## src/rtl/ps2_mouse_rx.sv

```systemverilog
// ps2_mouse_rx
// Receive-only PS/2 mouse decoder. It deserializes device-to-host frames,
// assembles 3-byte stream-mode movement packets and integrates the signed
// X/Y deltas into absolute cursor coordinates, clamped to the screen.
// Mouse initialization (host-to-device 0xF4) is handled elsewhere; this
// block only listens.
//
// Optional feature macro: PS2_PARITY_CHECK_EN
//   defined     : STOP also requires odd parity over the 8 data bits plus
//                 the parity bit; a mismatch discards the byte.
//   not defined : the parity bit is ignored.
//
// Ports:
//   i_clk            system clock
//   i_rst_n          asynchronous active-low reset
//   i_ps2_clk        raw PS/2 clock pin (asynchronous)
//   i_ps2_data       raw PS/2 data pin (asynchronous)
//   o_xpos           absolute cursor X, 0..X_MAX
//   o_ypos           absolute cursor Y, 0..Y_MAX, 0 = top
//   o_left           left button level
//   o_right          right button level
//   o_middle         middle button level
//   o_pkt_valid      1-cycle strobe, outputs updated from a new packet
//   o_frame_err      1-cycle strobe, frame or packet discarded
//   o_dbg_state      frame FSM state (0 IDLE, 1 DATA, 2 PARITY, 3 STOP)
//   o_dbg_byte_idx   index of the next packet byte (0..2)

module ps2_mouse_rx #(
  parameter int X_MAX          = 1023,
  parameter int Y_MAX          = 767,
  parameter int TIMEOUT_CYCLES = 2_000_000
) (
  input  logic        i_clk,
  input  logic        i_rst_n,
  input  logic        i_ps2_clk,
  input  logic        i_ps2_data,
  output logic [11:0] o_xpos,
  output logic [11:0] o_ypos,
  output logic        o_left,
  output logic        o_right,
  output logic        o_middle,
  output logic        o_pkt_valid,
  output logic        o_frame_err,
  output logic [1:0]  o_dbg_state,
  output logic [1:0]  o_dbg_byte_idx
);

  localparam logic [1:0] ST_IDLE   = 2'd0;
  localparam logic [1:0] ST_DATA   = 2'd1;
  localparam logic [1:0] ST_PARITY = 2'd2;
  localparam logic [1:0] ST_STOP   = 2'd3;

  localparam int               TO_W     = $clog2(TIMEOUT_CYCLES + 1);
  localparam logic [TO_W-1:0]  TO_LIMIT = TO_W'(TIMEOUT_CYCLES);

  localparam logic signed [13:0] LP_XMAX  = 14'(X_MAX);
  localparam logic signed [13:0] LP_YMAX  = 14'(Y_MAX);
  localparam logic [11:0]        X_RESET  = 12'((X_MAX + 1) / 2);
  localparam logic [11:0]        Y_RESET  = 12'((Y_MAX + 1) / 2);

  // Synchronizers and edge detect
  logic r_clk_s1, r_clk_s2, r_clk_d;
  logic r_dat_s1, r_dat_s2;
  logic r_fall;   // registered falling edge of the synchronized PS/2 clock
  logic r_bit;    // data bit aligned with r_fall

  always_ff @(posedge i_clk or negedge i_rst_n) begin
    if (!i_rst_n) begin
      r_clk_s1 <= 1'b1;
      r_clk_s2 <= 1'b1;
      r_clk_d  <= 1'b1;
      r_dat_s1 <= 1'b1;
      r_dat_s2 <= 1'b1;
      r_fall   <= 1'b0;
      r_bit    <= 1'b1;
    end else begin
      r_clk_s1 <= i_ps2_clk;
      r_clk_s2 <= r_clk_s1;
      r_clk_d  <= r_clk_s2;
      r_dat_s1 <= i_ps2_data;
      r_dat_s2 <= r_dat_s1;
      r_fall   <= r_clk_d & ~r_clk_s2;
      r_bit    <= r_dat_s2;
    end
  end

  // Frame / packet state
  logic [1:0]      r_state;
  logic [2:0]      r_bit_cnt;
  logic [7:0]      r_shift;
  logic [1:0]      r_byte_idx;
  logic [TO_W-1:0] r_to_cnt;
  logic [2:0]      r_btn;      // {M, R, L} from byte 0
  logic            r_xs, r_ys, r_xo, r_yo;
  logic [7:0]      r_b1;

  logic w_parity_ok;
`ifdef PS2_PARITY_CHECK_EN
  logic r_par;
  // Odd parity: data bits plus parity bit must contain an odd number of ones.
  assign w_parity_ok = ^{r_shift, r_par};
`else
  assign w_parity_ok = 1'b1;
`endif

  // Packet commit arithmetic. Byte 2 is still in r_shift when STOP is seen.
  logic signed [13:0] w_dx, w_dy, w_xn, w_yn;
  logic [11:0]        w_xc, w_yc;

  always_comb begin
    w_dx = r_xo ? 14'sd0 : $signed({{6{r_xs}}, r_b1});
    w_dy = r_yo ? 14'sd0 : $signed({{6{r_ys}}, r_shift});
    w_xn = $signed({2'b00, o_xpos}) + w_dx;
    // PS/2 +Y is up, screen Y grows downward.
    w_yn = $signed({2'b00, o_ypos}) - w_dy;
    w_xc = w_xn[11:0];
    w_yc = w_yn[11:0];
    if (w_xn < 14'sd0)        w_xc = 12'd0;
    else if (w_xn > LP_XMAX)  w_xc = 12'(X_MAX);
    if (w_yn < 14'sd0)        w_yc = 12'd0;
    else if (w_yn > LP_YMAX)  w_yc = 12'(Y_MAX);
  end

  always_ff @(posedge i_clk or negedge i_rst_n) begin
    if (!i_rst_n) begin
      r_state     <= ST_IDLE;
      r_bit_cnt   <= 3'd0;
      r_shift     <= 8'd0;
      r_byte_idx  <= 2'd0;
      r_to_cnt    <= '0;
      r_btn       <= 3'd0;
      r_xs        <= 1'b0;
      r_ys        <= 1'b0;
      r_xo        <= 1'b0;
      r_yo        <= 1'b0;
      r_b1        <= 8'd0;
`ifdef PS2_PARITY_CHECK_EN
      r_par       <= 1'b0;
`endif
      o_xpos      <= X_RESET;
      o_ypos      <= Y_RESET;
      o_left      <= 1'b0;
      o_right     <= 1'b0;
      o_middle    <= 1'b0;
      o_pkt_valid <= 1'b0;
      o_frame_err <= 1'b0;
    end else begin
      o_pkt_valid <= 1'b0;
      o_frame_err <= 1'b0;
      if (r_fall) begin
        // An edge always wins over a coincident timeout.
        r_to_cnt <= '0;
        case (r_state)
          ST_IDLE: begin
            if (!r_bit) begin
              r_state   <= ST_DATA;
              r_bit_cnt <= 3'd0;
            end
          end
          ST_DATA: begin
            r_shift   <= {r_bit, r_shift[7:1]};   // LSB first
            r_bit_cnt <= r_bit_cnt + 3'd1;
            if (r_bit_cnt == 3'd7) r_state <= ST_PARITY;
          end
          ST_PARITY: begin
`ifdef PS2_PARITY_CHECK_EN
            r_par   <= r_bit;
`endif
            r_state <= ST_STOP;
          end
          default: begin  // ST_STOP
            r_state <= ST_IDLE;
            if (!r_bit || !w_parity_ok) begin
              o_frame_err <= 1'b1;
              r_byte_idx  <= 2'd0;
            end else begin
              case (r_byte_idx)
                2'd0: begin
                  // Bit 3 is always set in a header byte; anything else
                  // means we are out of step with the packet stream.
                  if (!r_shift[3]) begin
                    o_frame_err <= 1'b1;
                  end else begin
                    r_btn      <= r_shift[2:0];
                    r_xs       <= r_shift[4];
                    r_ys       <= r_shift[5];
                    r_xo       <= r_shift[6];
                    r_yo       <= r_shift[7];
                    r_byte_idx <= 2'd1;
                  end
                end
                2'd1: begin
                  r_b1       <= r_shift;
                  r_byte_idx <= 2'd2;
                end
                2'd2: begin
                  o_xpos      <= w_xc;
                  o_ypos      <= w_yc;
                  o_left      <= r_btn[0];
                  o_right     <= r_btn[1];
                  o_middle    <= r_btn[2];
                  o_pkt_valid <= 1'b1;
                  r_byte_idx  <= 2'd0;
                end
                default: r_byte_idx <= 2'd0;
              endcase
            end
          end
        endcase
      end else if (r_to_cnt == TO_LIMIT) begin
        // Saturated: abandon any partial frame or packet once.
        if (r_state != ST_IDLE || r_byte_idx != 2'd0) begin
          r_state     <= ST_IDLE;
          r_byte_idx  <= 2'd0;
          o_frame_err <= 1'b1;
        end
      end else begin
        r_to_cnt <= r_to_cnt + 1'b1;
      end
    end
  end

  assign o_dbg_state    = r_state;
  assign o_dbg_byte_idx = r_byte_idx;

endmodule

```

## config.mk

```make
export PLATFORM = sky130hd
export DESIGN_NAME = ps2_mouse_rx
export DESIGN_NICKNAME = d
export VERILOG_FILES = /design/src/rtl/ps2_mouse_rx.sv
export SDC_FILE = /design/constraint.sdc
export NUM_CORES = 1
export LEC_CHECK = 0
export ABC_AREA = 1
export BUFFER_PORTS_ARGS = -buffer_cell sky130_fd_sc_hd__buf_2
export CORE_ASPECT_RATIO = 0.7
export CORE_MARGIN = 8
export CORE_UTILIZATION = 30
export CTS_BUF_LIST = sky130_fd_sc_hd__clkbuf_2
export CTS_CLUSTER_SIZE = 10
export DETAILED_ROUTE_END_ITERATION = 16
export PLACE_DENSITY = 0.45
export SYNTH_ARGS = -nofsm -noshare
export SYNTH_HDL_FRONTEND = slang
export SYNTH_SLANG_ARGS = --single-unit
```

## constraint.sdc

```tcl
create_clock -name i_clk -period 2.1 [get_ports i_clk]
set_clock_uncertainty 0.15 [all_clocks]
set_input_delay 0.21 -clock i_clk [delete_from_list [all_inputs] [get_ports i_clk]]
set_output_delay 0.21 -clock i_clk [all_outputs]
set_load 0.1 [all_outputs]
```

# Yosys cells after proc, flatten, opt, wreduce, memory -nomap -nowiden
# Cells that the tools add are included.
[op_classes] n_reduce_logical=16 n_bitwise=3 n_eq_ne=12 add_sub_neg=4 muxes=32 magnitude_cmp=4
[op_table] operator="12-bit two-way mux" n=4
[op_table] operator="21-bit two-way mux" n=2
[op_table] operator="14-bit by 11-bit > comparator with 1-bit output, second input constant" n=2
[op_table] operator="14-bit by 1-bit less-than comparator with 1-bit output, second input constant" n=2
[op_table] operator="14-bit two-way mux" n=2
[op_table] operator="21-bit by 1-bit adder with 21-bit output, second input constant" n=1
[op_table] operator="21-bit == test, second input constant" n=1
[op_table] operator="2-bit two-way mux" n=9
[op_table] operator="4-bit AND reduction" n=4
[op_table] operator="13-bit by 14-bit adder with 14-bit output" n=1
[op_table] operator="13-bit by 14-bit subtractor with 14-bit output" n=1
[op_table] operator="1-bit two-way mux" n=11
[op_table] operator="2-bit nonzero test" n=5
[op_table] operator="2-bit inequality test, second input constant" n=3
[op_table] operator="3-bit inequality test, second input constant" n=2
[op_table] operator="2-bit case mux with 3 select lines" n=1
[op_table] operator="3-bit case mux with 2 select lines" n=1
[op_table] operator="5-bit AND reduction" n=1
[op_table] operator="2-bit by 1-bit == test with 1-bit output, second input constant" n=2
[op_table] operator="2-bit == test, second input constant" n=2
[op_table] operator="2-bit zero test" n=2
[op_table] operator="4-bit inequality test, second input constant" n=1
[op_table] operator="2-bit case mux with 2 select lines" n=1
[op_table] operator="3-bit by 1-bit adder with 3-bit output, second input constant" n=1
[op_table] operator="8 further kinds" n=9
[word_totals] out_inout_bits=33 inputBits=4 regBits=87 word_cells=96

# Longest topological paths before layout
# Gate-level depths: netlist (run 1).
[logic_depth] depth_word=5 depth_mapped=18 mapped_depth_nobuf=18

# Worst setup path after synthesis (run 1)
# OpenSTA, ideal clock, no wires.
[synth_path] path_type="reg-to-reg" start="reg o_ypos[0]" end="reg o_ypos[6]" stages_incl_launch_ff=18 slack_ns=-0.814 t_arrival_ns=2.644 period_less_slack_ns=2.914 t_required_ns=1.830 path_buffers=0 setup_ns=0.120 path_cell_list="dfrtp_1 -> inv_1 -> ha_1 -> fa_1 -> nor2_2 -> inv_1 -> nand2_1 -> nand2_1 -> nand2_1 -> nand2_1 -> nand2_1 -> nand2_1 -> nand2_1 -> nand3_2 -> nand2_1 -> nand2_1 -> nand2_1 -> nand2_1"
[synth_via] elab_chain_len=4 elab_cells_between_ends=5 classes_between="1 x add/sub; 2 x order compare; 2 x mux"
[synth_rtl] element="start, declared" line="38" source="output logic [11:0] o_ypos,"
[synth_rtl] element="start signal, assigned" line="198" source="o_ypos <= w_yc;"
[synth_rtl] element="13-bit by 14-bit subtractor with 14-bit output (*)" line="115" source="w_yn = $signed({2'b00, o_ypos}) - w_dy;"
[synth_rtl] element="14-bit by 11-bit > comparator with 1-bit output" line="121" source="else if (w_yn > LP_YMAX) w_yc = 12'(Y_MAX);"
[synth_rtl] element="12-bit two-way mux" line="121"
[synth_rtl] element="12-bit two-way mux (*)" line="120" source="if (w_yn < 14'sd0) w_yc = 12'd0;"
# Mark *: on every way between the ends. The rest lies on a longest branch, timed or not.
# A chain may end at the register's enable or synchronous reset.

# Final worst setup path (run 1)
[layout_path] start="reg r_yo" end="reg o_ypos[5]"
[layout_via] elab_chain_len=5 elab_cells_between_ends=6 classes_between="1 x add/sub; 2 x order compare; 3 x mux"
[layout_rtl] element="start, declared" line="94" source="logic r_xs, r_ys, r_xo, r_yo;"
[layout_rtl] element="start signal, assigned" line="188" source="r_yo <= r_shift[7];"
[layout_rtl] element="14-bit two-way mux (*)" line="112" source="w_dy = r_yo ? 14'sd0 : $signed({{6{r_ys}}, r_shift});"
[layout_rtl] element="13-bit by 14-bit subtractor with 14-bit output (*)" line="115"
[layout_rtl] element="14-bit by 11-bit > comparator with 1-bit output" line="121"
[layout_rtl] element="12-bit two-way mux" line="121"
[layout_rtl] element="12-bit two-way mux (*)" line="120"
# Marks and branches as above.

==> results.toml, run 1 <==
[outcome]
status = "finished with violations"
violations = "setup timing"

[critical_path]
critPathArrivalTime_ns = 2.89
worstPathCellList = "inv_2 -> buf_8 -> nand2_4 -> ha_4 -> nand2_2 -> inv_2 -> buf_6 -> nand2_1 -> nor2_1 -> nand2_1 -> nand3_1 -> nand2_1 -> nand2_2 -> nor2_4 -> nand3_4 -> nand2_4 -> nand2_2 -> nand2_2 -> nand2_1"
start_kind = "flop"
r2r_end = "o_ypos[5]"
r2r_slack_ns = -0.40
endpoint = "o_ypos[5]"
max_stage_delay_ns = 0.47
r2r-start = "r_yo"
r2r_cells = 19
critPathMaxFanout = 7
required_ns = 2.49
cp_slowest_cell = "dfrtp_1"
end_kind = "flop"
path_class = "reg -> reg"
critPathLaunch = "r_yo"

[clocking]
clockRootBuffer = "clkbuf_2"
cts_max_path_buffers = 2
cts_buffers = 9
clock_sinks = 87
cts_tree = "done"
cts.clk_slew.worst_paths_ns = 0.28
h-tree-depth = 3
clock_latency_ns = 0.61

[floorplanning]
design.core.area_um2 = 17850
rows = 41
dieWidth_um = 176.6
start_util = 0.3035
ios = 37
die_h_um = 128.4
die_area_um2 = 22690

[sta]
worst_slew_pin_slew_ns = 0.5074
rsz0062_at_grt = "true"
setup_ws_ns = -0.3987
maxSlewViolCount = 0
slew_headroom = 0.6641
final_hold_viol_count = 0
setup_tns_ns = -5.700
period_minus_slack_ns = 2.499
fmax_ghz = 0.4002
period_share = 1.190
hold_ws_ns = 0.2257
setup_violations = 20

[detailed_routing]
wl_um = 15230
via_per_inst = 4.489
detail_route.wl_per_cell_um = 13.38
drt_iter0_markers = 281
drc = 0
num_vias = 5108
firstDrtPassIters = 5
antenna_left = 0

[power_and_ir_drop]
p_switching_mw = 1.930
ir_drop_mv = 0.4941
internal_power_mw = 2.692
seq_power_share = 0.402
netSwitchingFraction = 0.4176
p_leak_nw = 3.927
powerDensity_nw_per_um2 = 596.5
comb_power_share = 0.410
power_frac_clock = 0.188

[yosys]
yosys_register_bits = 87
synth_top_area_share = 0.3602
synth_edf_count = 0
ys_warn_count = 0
synth_common_cells = "246 x nand2_1, 107 x inv_1, 78 x dfrtp_1"
ys_types = 38
syn_area_per_cell_um2 = 7.293
yosysTopAreaCell = "dfrtp_1"
yosysSeqAreaShare = 0.4038
netlist_area_um2 = 5419
yosysMostFrequentCell = "nand2_1"
synth_cells = 743
yosys-top-cells-area = "dfrtp_1 36%, nand2_1 17%, inv_1 7.4%"
async_flop_share = 1.000
synth_ff_type = "dfrtp_1"
synth_nets = 781

[global_routing]
grt_pass1_vias = 4937
grt_usage = 0.1376
antenna_found_initial = 0
grt_pass1_wl_um = 25170
grt_start_max_net_pins = 36
grt_overflow_total = 0

[final_layout]
n_antenna_cell = 0
nNetsFinal = 935
syn_to_final_growth_pct = 42.99
layout-drive-gt1-share = 0.3891
design_area_um2 = 7749
final_core_util = 0.4340

[placement]
place_ws_ns = -0.5368
numPortBuffers = 36
routabilityCongestion = 0.8811
place_hpwl_um = 11290
placed_area_um2 = 6731

[hold_path]
hp-class = "reg -> reg"

[job]
cap_violations = 0
==> kinds of logic (layout without fill, tap and decap cells) <==
family,after synthesis,in the layout,synth area share
XOR/XNOR,16,16,0.02586
flip-flops,87,87,0.4038
AO/OA/AOI/OAI,77,77,0.07758
multiplexers,1,1,0.001847
AND/OR/NAND/NOR,403,404,0.3205
adder cells (fa/ha/maj),34,34,0.08127
buffers and inverters,125,283,0.08913
==> registers in the layout, indices dropped and copies added, names as in the netlist, 2 cells and up <==
signal	count
r_bit_cnt	3
o_dbg_byte_idx	2
o_xpos	12
r_btn	3
r_b1	8
r_to_cnt	21
o_ypos	12
r_shift	8
o_dbg_state	2
==> stage by stage <==
step | power, mW | instances
floorplan | 2.884 | 743
global placement | 3.387 | 1097
detailed placement | 3.385 | 1097
CTS | 4.476 | 1127
global route | 4.984 | 1138
finish | 4.622 | 1138
==> timing repair <==
| item | CTS | global route |
|---|---|---|
| pin swaps | 44 | 53 |
| hold buffers | 7 | 0 |
| buffers inserted | 5 | 11 |
| setup endpoints to repair | 23 | 32 |
| resized for setup | 81 | 92 |
| hold endpoints to repair | 89 | 0 |
| cloned | 2 | 0 |
==> worst max-delay path: cells and delay by family (launching register included) <==
family	cells	cell delay [ns]
fa+ha+maj	1	0.27
buf+inv	4	0.40
flops	1	0.47
simple gates	14	1.14
==> layout by cell type, fill, tap and decap left out, types with 3 or more instances in the layout <==
cell type      instances
inv_1                 98
nand3b_1               3
nor2_4                15
buf_12                 5
nor3_2                 3
nand2_2               45
buf_4                 97
dfrtp_4                4
a21oi_1               17
nand3_2               17
nor2_1                41
inv_6                  5
nand2_1              199
clkbuf_4               7
nor3_1                11
nor4_1                 3
ha_1                  14
buf_6                  9
nand4_1                8
clkinv_4               3
nand3_4                4
nand3_1               31
buf_2                 25
dfrtp_2               20
xnor2_1                8
xor2_1                 6
inv_2                 15
o21ai_0               39
o21ai_1                6
a21oi_2                7
dfstp_2                7
nor2_2                 7
dlygate4sd3_1          6
dfrtp_1               54
clkbuf_2               9
nand2_4               13
ha_4                  18
==> metal layers <==
layer  share of wire  global-route usage  up-vias  wire, µm
met5               0                   0        -         0
met4          0.0071             0.02908        0       108
met3           0.039             0.03805        7       588
met2            0.44              0.2056       59      6697
met1            0.51              0.1948     2385      7831
li1                -                   -     2657         -
==> how the worst min path moves through the flow <==
stage,startpoint,endpoint,slack (ns),cells past startpoint
after floorplan,i_rst_n,o_dbg_byte_idx[0],-0.24,0
after global placement,i_rst_n,r_bit_cnt[1],0.08,1
after detailed placement,i_rst_n,r_bit_cnt[1],0.09,1
after CTS,r_dat_s1,r_dat_s2,0.23,0
after global routing,r_dat_s2,r_bit,0.23,0
final,r_dat_s1,r_dat_s2,0.23,0
==> power by group through the flow <==
stage                     clock network (mW)  registers [mW]  logic [mW]
final                                  0.869            1.86        1.89
after CTS                              0.935            1.85        1.69
after detailed placement                   0            1.88        1.51
after floorplan                            0            1.98       0.900
after global routing                   0.996            1.87        2.11
after global placement                     0            1.88        1.51
==> layout make-up <==
class,instances,area [µm²]
fill,1814,10100
multi-input combinational,532,3470
sequential,87,2236
timing repair buffer,150,1182
inverter,116,447.9
tap,236,295.3
clock inverter,7,63.81
clock buffer,9,45.04
timing repair inverter,1,8.758
Note: power is estimated with default switching activity, not from simulation.
==> inputs of run 2 (changes only) <==
Settings changed: PLACE_DENSITY 0.45 to 0.43, RECOVER_POWER set to 25.
Clock period 2.1 ns to 2.5 ns, I/O delays scaled along.
==> run 2 against run 1 <==
  * The run now ends clean
  * Highest routed layer unchanged
  * Via count is 3.3% lower
  * Largest power group is now sequential cells
  * Core utilization fell by 5.0 points
  * Worst setup slack improved by 0.43 ns
  * Combinational power shrank 22%
  * Power is 18% lower
  * Hold slack got worse by 0.087 ns
  * Wire length is 3.4% lower
  * Sequential cell count stayed put
  * Die area is the same
==> results.toml, run 2 (synthesis gave the netlist of run 1 again) <==
[detailed_routing]
drc = 0
firstDrtPassIters = 5
drt_iter0_markers = 348
detail_route.wl_per_cell_um = 13.73
top_layer = "met4"
num_vias = 4940
antenna_left = 0
met2_length_um = 6029
route.met3.wl_um = 605
m1WireLength_um = 7945
wl_um = 14710
via_per_inst = 4.613

[critical_path]
critPathArrivalTime_ns = 2.81
critPathLaunch = "r_yo"
path_class = "reg -> reg"
critical-path-top-delay-family = "simple AND/OR/NAND/NOR gates"
r2r-start = "r_yo"
critPathMaxFanout = 7
worst-path-stages = 18
required_ns = 2.85
start_kind = "flop"
max_stage_delay_ns = 0.46
cp_num_buf_inv = 2
worstPathCellList = "inv_2 -> buf_6 -> nand2_2 -> ha_1 -> nand2_1 -> nand2_1 -> nand2_1 -> nand2_1 -> nand2_1 -> nand3_1 -> nand2_1 -> nand2_1 -> nor2_2 -> nand3_4 -> nand2_4 -> nand2_2 -> nand2_2 -> nand2_1"
r2r_slack_ns = 0.03
endpoint = "o_ypos[6]"
r2r_end = "o_ypos[6]"
end_kind = "flop"
r2r_cells = 18
cp_slowest_cell = "dfrtp_1"
cpMostUsedCell = "nand2_1"

[hold_path]
hp-class = "in -> reg"

[floorplanning]
rows = 41
dieWidth_um = 176.6
design.core.area_um2 = 17850
die_h_um = 128.4
ios = 37
die_area_um2 = 22690
start_util = 0.3035

[final_layout]
reg_top3 = "r_to_cnt x21, o_xpos x12, o_ypos x12"
fillerInstances = 1855
largest_reg_flops = 21
n_antenna_cell = 0
nNetsFinal = 868
top_register = "r_to_cnt"
mostFrequentLayoutCells = "216 x nand2_1, 99 x inv_1, 62 x dfrtp_1, 45 x nor2_1, 45 x nand3_1"
syn_to_final_growth_pct = 26.67
layout-drive-gt1-share = 0.2802
layout.cells.most_common = "nand2_1"

[power_and_ir_drop]
p_leak_nw = 3.462
ir_drop_mv = 0.6955
power.total_mw = 3.788
powerDensity_nw_per_um2 = 551.8

[sta]
fmax_ghz = 0.4053
period_share = 0.9870
setup_ws_ns = 0.03261
worst_slew_pin_slew_ns = 0.8560
maxSlewViolCount = 0
rsz0062_at_grt = "true"
final_hold_viol_count = 0
period_minus_slack_ns = 2.467
setup_violations = 0
slew_headroom = 0.4293

[clocking]
h-tree-depth = 3
clockRootBuffer = "clkbuf_2"
cts_buffers = 9
cts_tree = "done"
clock_latency_ns = 0.60
cts.clk_slew.worst_paths_ns = 0.22
clock_sinks = 87
cts_max_path_buffers = 2

[global_routing]
antenna_found_initial = 0
grt_pass1_vias = 4587
grt_overflow_total = 0
grt_start_max_net_pins = 49
grt_pass1_wl_um = 23400
grt_usage = 0.1277

[placement]
routabilityCongestion = 0.8650
place_ws_ns = -0.2663
numPortBuffers = 36
place_hpwl_um = 10480

[outcome]
status = "complete, no violations"

[job]
cap_violations = 0
==> run 2: cell count changes in the layout (fill, tap and decap cells not counted), moves of 7 or more <==
| cell | delta |
|---|---|
| buf_2 | +10 |
| buf_4 | -60 |
| buf_6 | -7 |
| dfrtp_1 | +8 |
| nand2_1 | +17 |
| nand2_2 | -12 |
| nand3_1 | +14 |
| nand3_2 | -13 |
==> run 2: area by class of cell <==
| class | count | area [µm²] | area share |
|---|---|---|---|
| Timing Repair inverter | 1 | 5.005 | 0.0007291 |
| Clock inverter | 5 | 57.56 | 0.008385 |
| Clock buffer | 11 | 55.05 | 0.008020 |
| Tap cell | 236 | 295.3 | 0.04302 |
| Inverter | 116 | 441.7 | 0.06435 |
| Sequential cell | 87 | 2211 | 0.3221 |
| Multi-Input combinational cell | 533 | 3252 | 0.4738 |
| Timing Repair Buffer | 82 | 546.8 | 0.07966 |
==> run 2: routing by layer <==
layer,vias up,track usage
met5,-,0
met4,0,0.03302
met3,9,0.03366
met2,78,0.1775
met1,2334,0.1903
li1,2519,-
==> run 2: stage by stage <==
stage	instance area [µm²]	utilization	TNS, ns	hold WS, ns	instances
floorplan	5443	-	0	-0.1956	743
global placement	6091	0.3412	-1.682	0.1278	1033
detailed placement	6091	0.3412	-1.661	0.1337	1033
CTS	6332	0.3547	-0.1777	0.01028	1056
global route	6864	0.3845	-0.9750	0.04249	1071
finish	6864	0.3845	0	0.1385	1071
==> run 2: worst min-delay path by stage <==
stage	from	to	slack [ns]	cells past startpoint
floorplan	i_rst_n	o_dbg_byte_idx[0]	-0.20	0
global placement	i_rst_n	r_to_cnt[10]	0.13	1
detailed placement	i_rst_n	r_to_cnt[10]	0.13	1
CTS	i_rst_n	r_to_cnt[11]	0.01	3
global route	i_ps2_data	r_dat_s1	0.04	2
finish	i_ps2_clk	r_clk_s1	0.14	2
==> run 2: timing repair <==
action,in CTS,in global routing
pin swaps,11,38
setup buffers,3,11
resized for setup,18,97
endpoints found under the setup margin,10,20
hold buffers,4,1
gates cloned,0,3
hold endpoints to repair,86,6
==> run 2: where the power goes <==
group / switching, mW / internal, mW / total, mW
Sequential: 0.0707 / 1.49 / 1.56
Clock: 0.518 / 0.238 / 0.756
Combinational: 0.945 / 0.528 / 1.47
